**config.mk**
```make
export PLATFORM = sky130hd
export DESIGN_NAME = dmem_arbiter
export DESIGN_NICKNAME = d
export VERILOG_FILES = /design/src/rtl/dmem_arbiter_pkg.sv /design/src/rtl/dmem_arbiter_pick.sv /design/src/rtl/dmem_arbiter.sv
export SDC_FILE = /design/constraint.sdc
export NUM_CORES = 1
export LEC_CHECK = 0
export CAP_MARGIN = 10
export CORE_AREA = 4 4 227 229
export DETAILED_ROUTE_END_ITERATION = 8
export DIE_AREA = 0 0 231 233
export PLACE_DENSITY = 0.54
export SYNTH_ARGS = -nofsm -noshare
export SYNTH_HDL_FRONTEND = slang
export SYNTH_SLANG_ARGS = --single-unit
```
**constraint.sdc**
```tcl
create_clock -name clk -period 4.1 [get_ports clk]
set_input_delay 0.82 -clock clk [delete_from_list [all_inputs] [get_ports clk]]
set_output_delay 0.82 -clock clk [all_outputs]
set_load 0.02 [all_outputs]
```
**src/rtl/dmem_arbiter_pkg.sv**
```systemverilog
// Shared types for the data-memory arbiter: default word width, FSM state
// encodings and the owner tag used for the latched grant.
package dmem_arbiter_pkg;

  localparam int WORD = 64;

  typedef enum logic [1:0] {
    ARB_IDLE   = 2'd0,
    ARB_ACCESS = 2'd1,
    ARB_DONE   = 2'd2
  } arb_state_t;

  typedef enum logic {
    OWN_CPU = 1'b0,
    OWN_LDR = 1'b1
  } owner_t;

endpackage

```
**src/rtl/dmem_arbiter_pick.sv**
```systemverilog
// Combinational winner selection between CPU and loader.
// DMEM_ARB_RR_EN selects round-robin against the last-served owner; otherwise CPU has fixed priority.
module arb_pick (
  input  logic cpu_req,
  input  logic ldr_req,
`ifdef DMEM_ARB_RR_EN
  input  logic last_ldr,
`endif
  output logic pick_ldr
);

`ifdef DMEM_ARB_RR_EN
  // On contention the requester not served last wins.
  assign pick_ldr = ldr_req & (~cpu_req | ~last_ldr);
`else
  assign pick_ldr = ldr_req & ~cpu_req;
`endif

endmodule

```
**src/rtl/dmem_arbiter.sv**
```systemverilog
// Two-requester data-memory arbiter (CPU memory stage + loader) with a MEM_LAT-cycle strobe window.
// Build option DMEM_ARB_RR_EN: round-robin instead of CPU-first fixed priority.
module dmem_arbiter
  import dmem_arbiter_pkg::*;
#(
  parameter int DATA_W  = WORD,
  parameter int MEM_LAT = 1
) (
  input  logic              clk,
  input  logic              reset,
  input  logic              cpu_req,
  input  logic              cpu_we,
  input  logic [DATA_W-1:0] cpu_addr,
  input  logic [DATA_W-1:0] cpu_wdata,
  output logic              cpu_gnt,
  output logic              cpu_done,
  output logic [DATA_W-1:0] cpu_rdata,
  input  logic              ldr_req,
  input  logic              ldr_we,
  input  logic [DATA_W-1:0] ldr_addr,
  input  logic [DATA_W-1:0] ldr_wdata,
  output logic              ldr_gnt,
  output logic              ldr_done,
  output logic [DATA_W-1:0] ldr_rdata,
  output logic              mem_read,
  output logic              mem_write,
  output logic [DATA_W-1:0] mem_address,
  output logic [DATA_W-1:0] mem_write_data,
  input  logic [DATA_W-1:0] mem_read_data
);

  localparam int            CW       = $clog2(MEM_LAT + 1);
  localparam logic [CW-1:0] CNT_LOAD = CW'(MEM_LAT - 1);

  arb_state_t        state_q, state_d;
  logic [CW-1:0]     cnt_q;
  owner_t            own_q;
  logic              we_q;
  logic [DATA_W-1:0] addr_q, wdata_q;
  logic [DATA_W-1:0] cpu_rdata_q, ldr_rdata_q;
  logic              any_req, grant, pick_ldr;

  assign any_req = cpu_req | ldr_req;
  assign grant   = (state_q == ARB_IDLE) & any_req;

`ifdef DMEM_ARB_RR_EN
  owner_t last_q;

  arb_pick u_pick (
    .cpu_req (cpu_req),
    .ldr_req (ldr_req),
    .last_ldr(last_q == OWN_LDR),
    .pick_ldr(pick_ldr)
  );

  always_ff @(posedge clk) begin
    if (reset)      last_q <= OWN_LDR;
    else if (grant) last_q <= pick_ldr ? OWN_LDR : OWN_CPU;
  end
`else
  arb_pick u_pick (
    .cpu_req (cpu_req),
    .ldr_req (ldr_req),
    .pick_ldr(pick_ldr)
  );
`endif

  always_ff @(posedge clk) begin
    if (reset) state_q <= ARB_IDLE;
    else       state_q <= state_d;
  end

  always_comb begin
    state_d        = state_q;
    cpu_gnt        = 1'b0;
    ldr_gnt        = 1'b0;
    cpu_done       = 1'b0;
    ldr_done       = 1'b0;
    mem_read       = 1'b0;
    mem_write      = 1'b0;
    mem_address    = '0;
    mem_write_data = '0;
    case (state_q)
      ARB_IDLE: if (any_req) state_d = ARB_ACCESS;
      ARB_ACCESS: begin
        cpu_gnt        = (own_q == OWN_CPU);
        ldr_gnt        = (own_q == OWN_LDR);
        mem_read       = ~we_q;
        mem_write      = we_q;
        mem_address    = addr_q;
        mem_write_data = wdata_q;
        if (cnt_q == '0) state_d = ARB_DONE;
      end
      ARB_DONE: begin
        cpu_done = (own_q == OWN_CPU);
        ldr_done = (own_q == OWN_LDR);
        state_d  = ARB_IDLE;
      end
      default: state_d = ARB_IDLE;
    endcase
  end

  // Request fields are latched at grant so requesters may change them while waiting.
  always_ff @(posedge clk) begin
    if (reset) begin
      cnt_q       <= '0;
      own_q       <= OWN_CPU;
      we_q        <= 1'b0;
      addr_q      <= '0;
      wdata_q     <= '0;
      cpu_rdata_q <= '0;
      ldr_rdata_q <= '0;
    end else if (grant) begin
      own_q   <= pick_ldr ? OWN_LDR : OWN_CPU;
      we_q    <= pick_ldr ? ldr_we : cpu_we;
      addr_q  <= pick_ldr ? ldr_addr : cpu_addr;
      wdata_q <= pick_ldr ? ldr_wdata : cpu_wdata;
      cnt_q   <= CNT_LOAD;
    end else if (state_q == ARB_ACCESS) begin
      if (cnt_q != '0) begin
        cnt_q <= cnt_q - 1'b1;
      end else if (!we_q) begin
        if (own_q == OWN_LDR) ldr_rdata_q <= mem_read_data;
        else                  cpu_rdata_q <= mem_read_data;
      end
    end
  end

  assign cpu_rdata = cpu_rdata_q;
  assign ldr_rdata = ldr_rdata_q;

endmodule

```
==> results of run 1 <==
## worst max path at each step
stage | depth (start not counted) | to | slack (ns)
floorplan | 4 | mem_address[0] | 1.99
global placement | 4 | mem_write_data[36] | 1.10
detailed placement | 4 | mem_write_data[36] | 1.03
CTS | 4 | mem_write_data[36] | 0.46
global route | 4 | mem_write_data[36] | 0.39
finish | 4 | mem_write_data[36] | 0.56
## layer usage
layer,GRT usage,vias up,share of wire
li1,-,5940,-
met4,0.0590,0,0.027
met5,0,-,0
met3,0.0690,68,0.092
met2,0.339,493,0.49
met1,0.210,5861,0.39
## sequential cells by signal (all words and copies together), names as in the netlist
name       cells
addr_q        64
cpu_rdata     64
ldr_rdata     64
wdata_q       64
state_q        2
own_q          1
we_q           1
## power by group
part	switching, W	internal [W]
logic	0.000816	0.000764
registers	0.000138	0.00273
clock network	0.00119	0.00188
total	0.00215	0.00537
## metrics by stage
stage	util	cells	hold WS, ns
global route	0.390	2654	0.467
finish	0.390	2655	0.450
floorplan	-	1453	0.488
global placement	0.367	2593	0.441
detailed placement	0.367	2593	0.446
CTS	0.390	2653	0.453
## area by class of cell
cell class	instances	area, sq um	area share
Timing Repair Buffer	612	6190	0.320
Multi-Input combinational cell	1049	5970	0.309
Sequential cell	260	5200	0.269
Clock buffer	45	983	0.0508
Tap cell	672	841	0.0434
Clock inverter	15	161	0.00834
Antenna cell	2	5.00	0.000258
## cells in the final DEF (no fill, tap or decap)
cell type / n
nand4bb_4: 1
buf_4: 15
clkbuf_8: 7
clkinv_2: 8
bufinv_16: 3
or4b_2: 1
and2_1: 130
clkbuf_16: 35
buf_12: 10
dfxtp_1: 260
nand2b_1: 1
a211oi_1: 1
a311oi_1: 30
clkdlybuf4s50_1: 586
nor2_1: 3
nor2_4: 1
inv_6: 1
nor2b_1: 1
nor4bb_4: 1
a311oi_2: 99
diode_2: 2
nor2b_4: 1
clkinvlp_4: 3
nand2_1: 514
buf_8: 1
and2b_4: 1
and2_4: 1
clkbuf_1: 3
nor3b_1: 1
and3b_1: 1
nand2b_4: 1
a21oi_1: 258
nor4b_2: 1
or2_4: 1
## cell families after synthesis
kind of cell | synth area share
compound gates | 0.258
buf+inv | 0.0577
flops | 0.441
simple gates | 0.243
## critical path, delay by kind of cell, from the launching register on
family / cells / cell delay [ns]
flops: 1 / 0.54
simple gates: 2 / 0.71
buf+inv: 2 / 0.91
==> run summary, run 1 <==
CTS Sinks -> 260
final setup fails -> 0
Clock Skew -> 0.0124 ns
post-route ant nets -> 0
Root Buffer -> clkbuf_16
total track usage -> 0.190
grt total ovfl -> 0
hold depth -> 2
Power Density -> 388 mW/mm^2
CTS resizes -> 0
CP max stage cell -> clkdlybuf4s50_1
die height -> 233 um
I/O pin count -> 588
Slew HR -> 0.380
Fin Setup TNS -> 0 ns
Worst path max stage delay -> 0.65 ns
DP HPWL -> 38600 um
FMAX -> 0.283 GHz
register area share after synthesis -> 0.441
Pre-antenna DRT Iters -> 5
Starting Density -> 0.238
Yosys reg bits -> 260
HP Start -> ldr_rdata[29]
Final WS setup -> 0.564 ns
row cnt -> 82
Iteration-0 DRC Markers -> 651
Post-synth EDFFs -> 0
RSZ-0062 raised after global routing -> no
leakage -> 6.80 nW
crit end category -> output pin
Crit Path Category -> flop to output pin
reg2reg setup slack -> 2.07 ns
WHS Endpoint -> ldr_rdata[29]
nets@finish -> 2283
post-CTS setup buffer count -> 0
die footprint -> 0.0538 sq mm
worst-path cell chain -> nor2b_4 > buf_12 > and2_1 > clkdlybuf4s50_1
layout cells sized above 1 -> 0.0969
Synth cell types -> 24
status -> finished, final reports clean
IO Port Bufs -> 587
dpl ws -> 1.03 ns
fin crit share -> 0.862
HP Class -> flop to flop
number of global-route vias before repair -> 12661
list of most frequent post-synthesis cells -> nand2_1 (514), dfxtp_1 (260), a21oi_1 (258)
WP data arrival -> 2.72 ns
clock transition at the registers of the reported paths -> 0.06 ns
largest area contributor in the netlist -> dfxtp_1
DRT Wirelength -> 54100 um
most common cell in the synthesized netlist -> nand2_1
Placed Instance Area -> 0.0182 sq mm
core box area -> 0.0497 sq mm
Yosys top cell area share -> 0.441
reg2reg path depth -> 4
CP Launch Type -> flop
DR DRC count -> 0
area grow syn2layout -> 64.2%
Die W -> 231 um
Max VDD drop -> 0.191 mV
CTS Buf Count -> 34
GP Congestion -> 0.813
fin area -> 0.0194 sq mm
H-tree levels -> 2
max-slew violations -> 0
syn_nets -> 1779
worst path required time -> 3.28 ns
first-pass GRT wire length -> 79300 um
DR WL/cell -> 20.4 um
terminus of the critical flop-to-flop path -> ldr_rdata[22]
Longest Clk Path Bufs -> 3
Hold Vio Cnt, Final -> 0
Synth Area per Inst -> 8.12 sq um
MaxCap Viol Count -> 0
mapped cell area -> 0.0118 sq mm
vias -> 12362
fillers -> 5144
hold buffers post-CTS -> 0
slew of the pin with the lowest slew margin -> 0.929 ns
clk_lat worst skew -> 0.53 ns
top cells by area, synth -> dfxtp_1 (44%), nand2_1 (16%), a311oi_2 (13%), a21oi_1 (11%), and2_1 (6.9%)
Syn Inst Count -> 1453
Design Power -> 0.00752 W
Synth warnings -> 0
antenna violations before repair -> 6
TritonCTS clock tree -> built
crit path launch -> state_q[0]
pin count of the biggest net entering global routing -> 132
Worst Path Max Fanout -> 47
crit path time final -> 3.54 ns
ys async rst share -> 0
RR Startpoint -> state_q[0]
vias per cell -> 4.66
main flop type after synthesis -> dfxtp_1
Power figures use the tool's default switching activity.
==> run 2: changes to the inputs <==
--- a/config.mk
+++ b/config.mk
@@ -6,10 +6,10 @@
 export NUM_CORES = 1
 export LEC_CHECK = 0
 export CAP_MARGIN = 10
-export CORE_AREA = 4 4 227 229
+export CORE_AREA = 2 2 231 233
 export DETAILED_ROUTE_END_ITERATION = 8
-export DIE_AREA = 0 0 231 233
-export PLACE_DENSITY = 0.54
+export DIE_AREA = 0 0 233 235
+export PLACE_DENSITY = 0.52
 export SYNTH_ARGS = -nofsm -noshare
 export SYNTH_HDL_FRONTEND = slang
 export SYNTH_SLANG_ARGS = --single-unit
==> run 2 against run 1 <==
Against the previous run:
- die area increased by 1.7%
- global-route usage is 1.4 points lower
- combinational power barely moved
- total power fell by 5.4%
- via count decreased by 0.33%
- clock skew increased by 0.0026 ns
- design area shrank 0.76%
- clock power is 13% lower
- routed wire length shrank 5.0%
- sequential cell count unchanged
- largest power group is now sequential cells
- highest routed layer unchanged
==> run summary, run 2 (synthesis results as in run 1) <==
status -> finished, final reports clean
first-pass GRT wire length -> 75600 um (-4.7%)
clk_lat worst skew -> 0.56 ns (+0.03 ns)
Sw Share -> 0.287 (+0.00147)
Starting Density -> 0.226 (-0.0117)
leading cell type in the layout, fill and taps excluded -> clkdlybuf4s50_1
DR WL/cell -> 19.3 um (-5.4%)
final std cells w/o fill -> 2667 (+0.45%)
final setup fails -> 0 (unchanged)
Root Buffer -> clkbuf_16
die footprint -> 0.0548 sq mm (+1.7%)
Die W -> 233 um (+0.87%)
most frequent cells in the layout -> clkdlybuf4s50_1 (586), nand2_1 (514), dfxtp_1 (260)
post-route ant nets -> 0 (unchanged)
Inst Count DP -> 2610 (+0.66%)
Comb pwr share -> 0.222 (+0.012)
crit path time final -> 3.54 ns (+0.000313 ns)
leakage -> 6.70 nW (-1.4%)
vias per cell -> 4.62 (-0.78%)
H-tree levels -> 1 (-1)
internal power -> 0.00507 W (-5.6%)
DR DRC count -> 0 (unchanged)
HP Class -> flop to flop
pin count of the biggest net entering global routing -> 132 (unchanged)
fin crit share -> 0.863 (about the same)
Max VDD drop -> 0.260 mV (+36%)
Longest Clk Path Bufs -> 3 (unchanged)
CTS Buf Count -> 30 (-12%)
layout cells sized above 1 -> 0.0906 (-0.00629)
DRT Wirelength -> 51400 um (-5.0%)
I/O pin count -> 588 (unchanged)
grt total ovfl -> 0 (unchanged)
post-CTS setup buffer count -> 0 (unchanged)
worst path required time -> 3.28 ns (about the same)
core box area -> 0.0522 sq mm (+5.2%)
Iteration-0 DRC Markers -> 490 (-25%)
fillers -> 5407 (+5.1%)
RR Startpoint -> state_q[0]
Hold Worst Slack -> 0.454 ns (+0.00359 ns)
hold buffers post-CTS -> 0 (unchanged)
row cnt -> 84 (+2.4%)
Clock Skew -> 0.0150 ns (+0.00262 ns)
nets@finish -> 2280 (-0.13%)
CTS resizes -> 0 (unchanged)
Pre-antenna DRT Iters -> 5 (unchanged)
TritonCTS clock tree -> built
Fin Setup TNS -> 0 ns (unchanged)
Design Power -> 0.00711 W (-5.4%)
Power Density -> 370 mW/mm^2 (-4.7%)
max-slew violations -> 0 (unchanged)
CTS Sinks -> 260 (unchanged)
GP Congestion -> 0.827 (+1.7%)
vias -> 12321 (-0.33%)
slew of the pin with the lowest slew margin -> 0.825 ns (-0.105 ns)
MaxCap Viol Count -> 0 (unchanged)
clock transition at the registers of the reported paths -> 0.06 ns (about the same)
Crit Path Category -> flop to output pin
crit path launch -> state_q[0]
area grow syn2layout -> 62.9%
Sequential Power Share -> 0.403 (+0.022)
clock share of power -> 0.375 (-0.034)
DP HPWL -> 36100 um (-6.5%)
HP Start -> ldr_rdata[35]
Worst Path Max Fanout -> 24 (-49%)
total track usage -> 0.176 (-0.0137)
FMAX -> 0.283 GHz (about the same)
antenna violations before repair -> 3 (-3)
Slew HR -> 0.450 (+0.0697)
CP Launch Type -> flop
reg2reg setup slack -> 2.10 ns (+0.03 ns)
Hold Vio Cnt, Final -> 0 (unchanged)
WP data arrival -> 2.72 ns (about the same)
die height -> 235 um (+0.86%)
number of global-route vias before repair -> 12342 (-2.5%)
RSZ-0062 raised after global routing -> no
IO Port Bufs -> 587 (unchanged)
crit end category -> output pin
Sw Pwr -> 0.00204 W (-4.9%)
run 2: cell types whose count changed in the layout (fill, tap and decap cells not counted):
cell       delta
clkbuf_1      +7
bufinv_16     -1
clkinv_2      -5
clkbuf_8      -3
diode_2       +2
buf_4         +1
clkbuf_16     -4
inv_6         -1
run 2: path summary, 6_finish.rpt:
check,to,cells past startpoint
hold reg to reg,ldr_rdata[35],2
setup reg to reg,cpu_rdata[17],4
hold / removal,ldr_rdata[35],2
setup / recovery,mem_write_data[0],4
run 2: per-stage QoR:
step	instance area, sq um	utilization	setup slack [ns]
global placement	18200	0.349	1.19
global route	19200	0.368	0.370
detailed placement	18200	0.349	1.10
finish	19200	0.368	0.564
floorplan	11800	-	1.99
CTS	19200	0.368	0.490
run 2: critical path, stage by stage, from the launching register on:
cell and delay (ns):
dfxtp_1 0.55, nor2b_4 0.44, buf_4 0.37, and2_1 0.18, clkdlybuf4s50_1 0.61
run 2: metal layers:
metal / GRT usage / routed length, um / vias up
li1: - / - / 5930
met3: 0.0524 / 4890 / 53
met1: 0.209 / 20400 / 5847
met4: 0.0438 / 1010 / 0
met2: 0.309 / 25000 / 491
met5: 0 / 0 / -
run 2: power groups by stage:
stage          sequential [W]  combinational [W]  clock, W
3_3_place_gp          0.00292            0.00157         0
6_report              0.00286            0.00158   0.00267
3_5_place_dp          0.00292            0.00159         0
4_1_cts               0.00287            0.00159   0.00276
5_1_grt               0.00288            0.00170   0.00285
2_1_floorplan         0.00291           0.000793         0
run 2: final cells by class:
| type | instances | area [sq um] | share of cell area |
|---|---|---|---|
| multi-input combinational | 1049 | 5970 | 0.311 |
| tap | 688 | 861 | 0.0448 |
| clock inverter | 8 | 97.6 | 0.00508 |
| sequential | 260 | 5200 | 0.271 |
| timing repair buffer | 613 | 6200 | 0.323 |
| clock buffer | 45 | 868 | 0.0452 |
| antenna | 4 | 10.0 | 0.000521 |
